$ cat src/rtl/prbs32_checker_pkg.sv
// Shared encodings and helpers for the PRBS32 receive checker.
// Optional word counter: PRBS32_CHK_WORDCNT_EN (consumed by the top).
package prbs32_checker_pkg;

  typedef enum logic [1:0] {
    S_SEARCH = 2'd0,
    S_VERIFY = 2'd1,
    S_LOCKED = 2'd2
  } chk_state_e;

  // x^32 + x^22 + x^2 + x^1 + 1 as feedback taps on bits 31,21,1,0
  localparam logic [31:0] PRBS32_TAPS = 32'h8020_0003;

  localparam int POP_W = 6;

  function automatic logic [POP_W-1:0] popcount32(
    input logic [31:0] v
  );
    logic [POP_W-1:0] c;
    c = '0;
    for (int i = 0; i < 32; i++) begin
      c = c + POP_W'(v[i]);
    end
    return c;
  endfunction

endpackage

$ cat src/rtl/prbs32_checker_step.sv
// PRBS32 word step: 32 Fibonacci shifts, oldest bit in MSB,
// newest feedback bit enters at bit 0.
module prbs32_step
  import prbs32_checker_pkg::*;
(
  input  logic [31:0] i_state,
  output logic [31:0] o_state
);

  logic [31:0] w_s;

  always_comb begin
    w_s = i_state;
    for (int i = 0; i < 32; i++) begin
      w_s = {w_s[30:0], ^(w_s & PRBS32_TAPS)};
    end
    o_state = w_s;
  end

endmodule

$ cat config.mk
export PLATFORM = sky130hd
export DESIGN_NAME = prbs32_step
export DESIGN_NICKNAME = d
export VERILOG_FILES = /design/src/rtl/prbs32_checker_pkg.sv /design/src/rtl/prbs32_checker_step.sv
export SDC_FILE = /design/constraint.sdc
export NUM_CORES = 1
export LEC_CHECK = 0
export ABC_AREA = 1
export CORE_ASPECT_RATIO = 1.75
export CORE_MARGIN = 2
export CORE_UTILIZATION = 47
export DETAILED_ROUTE_END_ITERATION = 7
export PLACE_DENSITY = 0.85
export SLEW_MARGIN = 30
export SYNTH_ARGS = -nofsm -noshare
export SYNTH_HDL_FRONTEND = slang
export SYNTH_SLANG_ARGS = --single-unit
$ cat constraint.sdc
create_clock -name vclk -period 6
set_input_delay 1.5 -clock vclk [all_inputs]
set_output_delay 1.5 -clock vclk [all_outputs]
set_load 0.005 [all_outputs]
==> summary.txt, run 1 <==
Status
  • Status: did not finish
  • Halt Stage: global routing
  • Stop err: [ERROR DPL-0038] Utilization greater than 100%, impossible to legalize

Floorplan
  • Ports: 64
  • Die Ht: 82 um
  • Starting density of the core: 0.486
  • Die W: 48.6 um
  • # rows: 28

Synthesis
  • Post-Synthesis Net Count: 318
  • Post-Synth Simple-Gate Area: 0.570
  • Post-Synth Adder-Cell Area: 0
  • Synthesized area per cell: 5.71 sq um
  • Main combinational cell family by area after synthesis: simple AND/OR/NAND/NOR gates
  • Post-synthesis xor/xnor area fraction: 0.307
  • Compound-gate portion of the synthesized area: 0
  • Synth unique cells: 16
  • Sequential area share after synthesis: 0
  • Synthesized instance count: 286
  • Biggest area consumer among synthesized cells: nand2_1
  • Top cells by area, synth: nand2_1 22%, xor2_1 16%, xnor2_1 12%
  • Syn. warnings: 0
  • Synth top area share: 0.221
  • Post-synthesis mux area share: 0
  • Synth Cell Area: 0.00163 sq mm

Placed design
  • # port buffers: 64
  • Placed instance area: 0.00284 sq mm
  • DP Worst Slack: -707 ps
  • DPL Wire Length: 5.51 mm
  • Gpl congestion: 0.932

Timing
  • Worst-path endpoint category: top-level output
  • Grt repair worst endpoint: o_state[5]

CTS
  • CTS Hold Bufs: 0

Global route
  • Pin count of the biggest net entering global routing: 7
[metrics by stage]
stage | hold slack (ps) | std cells | TNS (ps)
after floorplan | 3200 | 286 | 0
after global placement | 4300 | 463 | -2740
after detailed placement | 4320 | 463 | -6200
after CTS | 3920 | 468 | -103
[logic make-up after synthesis]
logic type | count (synthesis)
AND/OR/NAND/NOR | 181
XOR/XNOR | 54
buffers and inverters | 51
[synth_stat cells, drive strengths merged]
library cell	n
buf	1
nand3	53
xnor2	22
or2	1
nor2	2
nand2	125
xnor3	1
clkbuf	1
xor2	30
xor3	1
inv	49
[timing repair]
item | in CTS
pin swaps | 25
setup buffers | 5
gates cloned | 0
hold endpoints to repair | 0
resized for setup | 84
endpoints found under the setup margin | 15
==> inputs of run 2 (changes only) <==
--- a/config.mk
+++ b/config.mk
@@ -6,11 +6,10 @@
 export NUM_CORES = 1
 export LEC_CHECK = 0
 export ABC_AREA = 1
-export CORE_ASPECT_RATIO = 1.75
 export CORE_MARGIN = 2
-export CORE_UTILIZATION = 47
+export CORE_UTILIZATION = 40
 export DETAILED_ROUTE_END_ITERATION = 7
-export PLACE_DENSITY = 0.85
+export PLACE_DENSITY_LB_ADDON = 0.15
 export SLEW_MARGIN = 30
 export SYNTH_ARGS = -nofsm -noshare
 export SYNTH_HDL_FRONTEND = slang
==> summary.txt, run 2 <==
Status
  • Status: finished, violations left
  • Failing checks: setup timing

Layout
  • Register area: 0 sq um
  • Share of cells above drive strength 1: 0.562
  • Area Overhead vs Synth: 117%
  • Seq cells: 0
  • Clock Buffer Count: 0
  • Final instance area: 0.00355 sq mm
  • Most frequent cells in the layout: 90 x buf_4, 53 x nand2_1, 45 x nand2_2
  • Final core utilization: 0.895
  • Final #Nets: 472
  • Commonest non-fill, non-tap cell in the layout: buf_4
  • Ant diodes: 0

Setup path
  • Critical Path Max Stage Delay: 290 ps
  • CP startpoint: i_state[21]
  • Crit. End Element: primary output
  • Worst setup SP type: input pin
  • WS Path Type: input pin to primary output
  • Crit path DAT: 4650 ps
  • Slowest-stage cell, CP: xor3_1
  • Most common cell on crit path: nand2_2
  • CP Capture Point: o_state[3]
  • Max FO, Critical Path: 7
  • Worst EP required: 4500 ps

Floorplan
  • Die Ht: 67.9 um (-17%)
  • CORE AREA: 0.00397 sq mm
  • Ports: 64 (unchanged)
  • # rows: 23 (-18%)
  • Starting density of the core: 0.411 (-0.0744)
  • Die W: 67.9 um (+40%)
  • DIE AREA: 0.00461 sq mm

Placed design
  • DP Worst Slack: -597 ps (+110 ps)
  • Placed instance area: 0.00286 sq mm (+0.75%)
  • # port buffers: 64 (unchanged)
  • Gpl congestion: 0.857 (-8.0%)
  • DPL Wire Length: 4.33 mm (-21%)

Synthesis
  • Synth Cell Area: 0.00163 sq mm (unchanged)
  • Top cells by area, synth: nand2_1 22%, xor2_1 16%, xnor2_1 12%
  • Synth unique cells: 16 (unchanged)
  • Biggest area consumer among synthesized cells: nand2_1
  • Synthesized area per cell: 5.71 sq um (unchanged)
  • Synthesized instance count: 286 (unchanged)
  • Syn. warnings: 0 (unchanged)
  • Synth top cells by count: 96 x nand2_1, 42 x inv_1, 37 x nand3_1
  • Synth top area share: 0.221 (unchanged)
  • Count leader, synth: nand2_1
  • Post-Synthesis Net Count: 318 (unchanged)
  • Sequential area share after synthesis: 0 (unchanged)

Global route
  • Pin count of the biggest net entering global routing: 8
  • First-pass GRT wire length: 8.84 mm
  • GRT Util Overall: 0.245
  • Gr ovfl total: 0
  • Initial antenna violation count: 0
  • Number of global-route vias before repair: 2089

Power and ir drop
  • Sw Share: 0.498
  • Leakage: 1.96 nW
  • Cell internal pwr: 0.681 mW
  • Sw Pwr: 0.676 mW
  • Seq pwr share: 0
  • PwrDens: 382 mW/mm^2
  • Clk pwr share: 0
  • Gate power share: 1.000
  • Max VDD drop: 0.000199 V
  • Power, Total: 1.36 mW

Timing
  • RSZ-0062 raised after global routing: yes
  • Period utilization: 1.03
  • Worst slew pin tran: 499 ps
  • Hold Fails Final Rpt: 0
  • Final TNS setup: -762 ps
  • Final critical-path setup slack: -152 ps
  • Max Transition Viols Final: 0
  • FMAX: 163 MHz
  • Slew margin rel.: 0.665
  • Final setup violation count: 7
  • Minimum clock period: 6150 ps

Detailed routing
  • Via Count: 2601
  • WL/cell: 17.1 um
  • DR iter-0 viols: 117
  • Final wirelength: 8.33 mm
  • Drt first pass iters: 4
  • # DRC: 0
  • Antenna viol nets, final: 0
  • Average vias per placed instance: 5.33

Flow run
  • MaxCap Viol Count: 0

Min path
  • Hold/Removal Path Class: input pin to primary output
-- run 2: cell counts after synthesis --
No cell type changed its count.
-- run 2: what timing repair did --
action / in CTS / in global routing
hold buffers: 0 / 0
setup buffers: 9 / 9
pin swaps: 25 / 52
gates resized for setup: 76 / 134
setup endpoints to repair: 13 / 13
-- run 2: worst max-delay path: cells and delay by family --
family	cells	cell delay (ps)
and+or+nand+nor	21	2130
buffers and inverters	5	590
xor gates and xnor gates	2	420
-- run 2: routing by layer --
layer	share of wire	GRT usage	wire, um
met4	0.050	0.0300	417
met5	0	0	0
met2	0.54	0.522	4500
met3	0.057	0.0148	478
met1	0.35	0.263	2920
-- run 2: per-stage QoR --
step	hold slack, ps	cells
4_1_cts	4030	479
3_5_place_dp	4320	470
3_3_place_gp	4310	470
6_report	3840	488
2_1_floorplan	3200	286
5_1_grt	3870	488
-- run 2: cell families (layout without fill, tap and decap cells) --
| group | count (synthesis) | in the layout | synth area share |
|---|---|---|---|
| buffers and inverters | 51 | 203 | 0.123 |
| AND/OR/NAND/NOR | 181 | 181 | 0.570 |
| XOR/XNOR | 54 | 54 | 0.307 |
-- run 2: power by group through the flow --
| stage | registers, mW | logic [mW] | clock network, mW |
|---|---|---|---|
| after floorplan | 0 | 0.496 | 0 |
| after global placement | 0 | 1.05 | 0 |
| after detailed placement | 0 | 1.08 | 0 |
| after CTS | 0 | 1.12 | 0 |
| after global routing | 0 | 1.44 | 0 |
| final | 0 | 1.36 | 0 |
-- run 2: how the worst min path moves through the flow --
stage,slack [ps],depth (start not counted),start,end
2_1_floorplan,3200,2,i_state[23],o_state[23]
3_3_place_gp,4310,7,i_state[3],o_state[3]
3_5_place_dp,4320,6,i_state[7],o_state[17]
4_1_cts,4030,7,i_state[0],o_state[31]
5_1_grt,3870,9,i_state[0],o_state[0]
6_report,3840,9,i_state[0],o_state[0]
-- run 2: layout make-up --
type / count / area, sq um
multi-input cells: 235 / 2040
repair buffers: 154 / 1270
fillers: 189 / 418
inverters: 49 / 186
well taps: 50 / 62.6
(Power assumes the default switching activity.)
==> inputs of run 3 (changes only) <==
--- a/config.mk
+++ b/config.mk
@@ -9,6 +9,7 @@
 export CORE_MARGIN = 2
 export CORE_UTILIZATION = 40
 export DETAILED_ROUTE_END_ITERATION = 7
+export GPL_ROUTABILITY_DRIVEN = 0
 export PLACE_DENSITY_LB_ADDON = 0.15
 export SLEW_MARGIN = 30
 export SYNTH_ARGS = -nofsm -noshare
==> results of run 3 <==
The final DEF is identical to that of run 2; final timing and power are the same.
